File: src/rtl/axi_wr_arbiter.sv
// axi_wr_arbiter: shares one AXI4 master write channel (AW/W/B) between two
// single-beat write requesters, one outstanding transaction at a time.
//
// Parameters : ADDR_W, DATA_W, STRB_W (= DATA_W/8)
// Clock/reset: axi_aclk (rising edge), axi_aresetn (async, active low)
// Requester N (N=0,1):
//   reqN_valid/addr/data/strb in, reqN_ready out (combinational accept),
//   reqN_done out (one-cycle pulse on B completion), reqN_resp out (held BRESP)
// AXI master : m_axi_aw* (single-beat INCR), m_axi_w*, m_axi_b*; all registered
// Build option: define ARB_RR_EN for round-robin tie breaking; otherwise
//   req0 has fixed priority on ties.
module axi_wr_arbiter #(
    parameter int ADDR_W = 32,
    parameter int DATA_W = 32,
    parameter int STRB_W = DATA_W / 8
) (
    input  logic              axi_aclk,
    input  logic              axi_aresetn,

    input  logic              req0_valid,
    input  logic [ADDR_W-1:0] req0_addr,
    input  logic [DATA_W-1:0] req0_data,
    input  logic [STRB_W-1:0] req0_strb,
    output logic              req0_ready,
    output logic              req0_done,
    output logic [1:0]        req0_resp,

    input  logic              req1_valid,
    input  logic [ADDR_W-1:0] req1_addr,
    input  logic [DATA_W-1:0] req1_data,
    input  logic [STRB_W-1:0] req1_strb,
    output logic              req1_ready,
    output logic              req1_done,
    output logic [1:0]        req1_resp,

    input  logic              m_axi_awready,
    output logic              m_axi_awvalid,
    output logic [ADDR_W-1:0] m_axi_awaddr,
    output logic [1:0]        m_axi_awburst,
    output logic [3:0]        m_axi_awcache,
    output logic [7:0]        m_axi_awlen,
    output logic [2:0]        m_axi_awsize,

    input  logic              m_axi_wready,
    output logic              m_axi_wvalid,
    output logic [DATA_W-1:0] m_axi_wdata,
    output logic [STRB_W-1:0] m_axi_wstrb,
    output logic              m_axi_wlast,

    input  logic              m_axi_bvalid,
    input  logic [1:0]        m_axi_bresp,
    output logic              m_axi_bready
);

    localparam logic [2:0] AW_SIZE = 3'($clog2(STRB_W));

    typedef enum logic [1:0] {
        IDLE,
        XFER,
        RESP
    } state_t;

    state_t state;
    logic   owner;
    logic   gnt0;
    logic   gnt1;
    logic   aw_left;
    logic   w_left;

    assign m_axi_awburst = 2'b01;
    assign m_axi_awcache = 4'b0011;
    assign m_axi_awlen   = 8'd0;
    assign m_axi_awsize  = AW_SIZE;
    assign m_axi_wlast   = m_axi_wvalid;

`ifdef ARB_RR_EN
    // last_gnt holds the previous winner; the other requester wins a tie.
    logic last_gnt;

    always_comb begin
        gnt0 = req0_valid & (~req1_valid | last_gnt);
        gnt1 = req1_valid & (~req0_valid | ~last_gnt);
    end
`else
    always_comb begin
        gnt0 = req0_valid;
        gnt1 = req1_valid & ~req0_valid;
    end
`endif

    // Gated by reset so no accept is offered while reset is held.
    assign req0_ready = axi_aresetn & (state == IDLE) & gnt0;
    assign req1_ready = axi_aresetn & (state == IDLE) & gnt1;

    // A channel is still owed if its valid stays up past this edge.
    assign aw_left = m_axi_awvalid & ~m_axi_awready;
    assign w_left  = m_axi_wvalid & ~m_axi_wready;

    always_ff @(posedge axi_aclk or negedge axi_aresetn) begin
        if (!axi_aresetn) begin
            state         <= IDLE;
            owner         <= 1'b0;
            m_axi_awvalid <= 1'b0;
            m_axi_awaddr  <= '0;
            m_axi_wvalid  <= 1'b0;
            m_axi_wdata   <= '0;
            m_axi_wstrb   <= '0;
            m_axi_bready  <= 1'b0;
            req0_done     <= 1'b0;
            req1_done     <= 1'b0;
            req0_resp     <= 2'b00;
            req1_resp     <= 2'b00;
`ifdef ARB_RR_EN
            last_gnt      <= 1'b1;
`endif
        end else begin
            req0_done <= 1'b0;
            req1_done <= 1'b0;
            unique case (state)
                IDLE: begin
                    if (gnt0 | gnt1) begin
                        owner         <= gnt1;
                        m_axi_awaddr  <= gnt1 ? req1_addr : req0_addr;
                        m_axi_wdata   <= gnt1 ? req1_data : req0_data;
                        m_axi_wstrb   <= gnt1 ? req1_strb : req0_strb;
                        m_axi_awvalid <= 1'b1;
                        m_axi_wvalid  <= 1'b1;
                        state         <= XFER;
                    end
                end
                XFER: begin
                    if (m_axi_awready) m_axi_awvalid <= 1'b0;
                    if (m_axi_wready)  m_axi_wvalid  <= 1'b0;
                    if (!aw_left && !w_left) begin
                        m_axi_bready <= 1'b1;
                        state        <= RESP;
                    end
                end
                RESP: begin
                    if (m_axi_bvalid) begin
                        m_axi_bready <= 1'b0;
                        if (owner) begin
                            req1_done <= 1'b1;
                            req1_resp <= m_axi_bresp;
                        end else begin
                            req0_done <= 1'b1;
                            req0_resp <= m_axi_bresp;
                        end
`ifdef ARB_RR_EN
                        last_gnt <= owner;
`endif
                        state <= IDLE;
                    end
                end
                default: state <= IDLE;
            endcase
        end
    end

endmodule

File: config.mk
export PLATFORM = sky130hd
export DESIGN_NAME = axi_wr_arbiter
export DESIGN_NICKNAME = d
export VERILOG_FILES = /design/src/rtl/axi_wr_arbiter.sv
export SDC_FILE = /design/constraint.sdc
export NUM_CORES = 1
export LEC_CHECK = 0
export CAP_MARGIN = 20
export CORE_UTILIZATION = 30
export CTS_CLUSTER_SIZE = 30
export DETAILED_ROUTE_END_ITERATION = 12
export MAX_ROUTING_LAYER = met4
export PLACE_DENSITY = 0.69
export SLEW_MARGIN = 20
export SYNTH_ARGS = -nofsm -noshare
export SYNTH_HDL_FRONTEND = slang
export SYNTH_SLANG_ARGS = --single-unit
File: constraint.sdc
create_clock -name axi_aclk -period 1.7 [get_ports axi_aclk]
set_clock_uncertainty 0.1 [all_clocks]
set_input_delay 0.51 -clock axi_aclk [delete_from_list [all_inputs] [get_ports axi_aclk]]
set_output_delay 0.51 -clock axi_aclk [all_outputs]
set_load 0.05 [all_outputs]
==> results.sh <==
export IMPL_wl_um=11950
export IMPL_rows=41
export IMPL_synthCells=281
export IMPL_syn_area_per_cell_um2=14.28
export IMPL_reg2reg_depth=7
export IMPL_num_io_pins=242
export IMPL_synth_simple_gate_area_share_pct=1.590
export IMPL_critPathLaunch="req0_valid"
export IMPL_die_h_um=117.7
export IMPL_ys_ff_latch=80
export IMPL_die_x_um=117.7
export IMPL_grt_setup_unrepaired="yes"
export IMPL_synthDistinctLibCells=21
export IMPL_netlist_area_leader_share_pct=49.89
export IMPL_synth_seq_area_share_pct=49.89
export IMPL_nets=665
export IMPL_syn_area_um2=4013
export IMPL_worstPathArrival_ns=1.24
export IMPL_nFillCells=1004
export IMPL_multi_input_area_um2=2062
export IMPL_outcome="finished, violations left"
export IMPL_end_kind="output pin"
export IMPL_finalCritPeriodShare_pct=108.9
export IMPL_io_buffers=224
export IMPL_grt_pass1_wl_um=18400
export IMPL_peakVddDrop_mv=1.140
export IMPL_grt_start_max_net_pins=64
export IMPL_violations="negative setup slack"
export IMPL_instances_no_fill=697
export IMPL_r2r_start="state[0]$_DFFE_PN0P_"
export IMPL_path_class="primary input to output pin"
export IMPL_fmax_mhz=540.4
export IMPL_yosysWarnings=0
export IMPL_start_util_pct=31.29
export IMPL_drc=0
export IMPL_final_antenna_net_count=0
export IMPL_powerDensity_nw_per_um2=2137
export IMPL_tightest_slew_ns=0.8250
export IMPL_fin_ws_ns=-0.1505
export IMPL_required_ns=1.09
export IMPL_grt_use_total_pct=17.66
export IMPL_cts_tree="done"
export IMPL_drv_slew=0
export IMPL_gr_total_overflow=0
export IMPL_tns_ns=-4.543
export IMPL_hold_viol_final=0
export IMPL_regArea_um2=2002
export IMPL_hpwl_um=8361
export IMPL_synth_area_leaders="dfrtp_1 50%, mux2_2 37%, buf_4 4.7%"
export IMPL_gp_congestion=0.8392
export IMPL_layout_common_cells="141 x clkdlybuf4s50_1, 88 x buf_12, 80 x dfrtp_1"
export IMPL_path_clk_slew_ns=0.06
export IMPL_cp_max_fo=2
export IMPL_core_area_um2=12820
export IMPL_placed_cells=673
export IMPL_period_needed_ns=1.851
export IMPL_h_tree_depth=3
export IMPL_insertion_delay_ns=0.33
export IMPL_final_common_cell="clkdlybuf4s50_1"
export IMPL_drt_pass1_iter_count=3
export IMPL_num_vias=3093
export IMPL_drive_gt1_share_pct=50.67
export IMPL_grt_pass1_vias=3437
export IMPL_synth_compound_area_share_pct=1.653
export IMPL_cts_buffer_depth=2
export IMPL_power_mw=17.00
export IMPL_setup_viol_count_final=67
export IMPL_start_kind="primary input"
export IMPL_clock_sinks=80
export IMPL_drv_cap=0
export IMPL_leakagePower_nw=3.504
export IMPL_synthAdderAreaFrac_pct=0
export IMPL_synth_mux_area_share_pct=40.13
export IMPL_slew_headroom_pct=45.00
export IMPL_diodes=0
export IMPL_hold_path_class="primary input to async pin"
export IMPL_synth_top_family_by_area="multiplexers"
export IMPL_dpl_worst_slack_ns=-0.6367
export IMPL_dr_first_iter_drc_count=60
export IMPL_synthXorXnorAreaFrac_pct=0
export IMPL_numCtsBuffers=9
export IMPL_die_area_um2=13840
export IMPL_wl_per_cell_um=17.14
export IMPL_root_buffer="clkbuf_16"
export IMPL_yosysTopAreaCell="dfrtp_1"
export IMPL_routed_via_density=4.438
export IMPL_area_growth_syn_to_layout_pct=98.29
export IMPL_antenna_found_initial=0
-- area by class of cell --
class / count / area share, %
Timing Repair Buffer: 247 / 42.07
Multi-Input combinational cell: 179 / 25.92
Clock inverter: 2 / 0.4403
Clock buffer: 14 / 3.570
Inverter: 3 / 0.1415
Tap cell: 172 / 2.705
Sequential cell: 80 / 25.16
-- report_power, final --
part	leakage, nW	total, mW	switching, mW	internal [mW]
Sequential	0.941	3.95	1.07	2.88
Clock	0.159	2.03	0.731	1.30
Combinational	2.40	11.0	5.07	5.96
-- logic make-up (layout without fill, tap and decap cells) --
family / count (synthesis) / count (layout)
flops: 80 / 80
mux: 140 / 140
compound gates: 10 / 10
simple gates: 12 / 12
buf+inv: 37 / 266
other cells: 2 / 17
-- critical path, stage by stage --
cell	delay [ns]
clkdlybuf4s15_2	0.20
nor2b_4	0.11
buf_4	0.10
and3_4	0.18
buf_12	0.13
-- cell usage after synthesis --
cell	n
mux2_2	131
buf_6	3
nor2_1	1
o31ai_1	1
conb_1	2
buf_2	6
buf_4	25
mux2_4	9
nand4b_1	1
and3_1	2
nor3_1	1
a21o_1	3
dfrtp_1	80
a21oi_1	2
o21ai_0	2
o2111ai_1	1
nand2_1	4
o21a_1	1
nor2b_1	2
nand2b_1	1
inv_1	3
-- state kept, by name, indices dropped and copies added (netlist names), 2 cells and up --
signal / count
m_axi_awaddr: 32
m_axi_wdata: 32
m_axi_wstrb: 4
req0_resp: 2
req1_resp: 2
state: 2
-- metrics by stage --
step	utilization [%]	hold slack, ns	instance area (um^2)
6_report	62.04	0.07708	7956
5_1_grt	62.04	0.09037	7956
3_5_place_dp	56.85	0.4349	7291
4_1_cts	61.15	0.06730	7843
2_1_floorplan	-	0.1144	4120
3_3_place_gp	56.85	0.4279	7291
-- path summary, 6_finish.rpt --
path / to / slack [ns]
min in group axi_aclk: m_axi_awaddr[0]$_DFFE_PN0P_ / 0.47
setup reg to reg: m_axi_awaddr[14]$_DFFE_PN0P_ / -0.13
hold reg to reg: m_axi_awaddr[0]$_DFFE_PN0P_ / 0.47
hold / removal: m_axi_wdata[16]$_DFFE_PN0P_ / 0.08
max in group asynchronous: m_axi_awaddr[0]$_DFFE_PN0P_ / 0.64
setup / recovery: req1_ready / -0.15
-- routing by layer --
metal  global-route usage [%]  routed length [um]  vias up
met4                    6.250                 138        0
met1                    19.28                4794     1488
li1                         -                   -     1437
met3                    5.620                 901       12
met2                    30.11                6112      156
met5                        -                   0        -
-- timing repair --
action,in CTS,in global routing
hold buffers,0,0
gates resized for setup,31,35
buffers inserted,5,1
cloned,3,1
setup endpoints to repair,71,72
pin swaps,3,1
(Power assumes the default switching activity.)
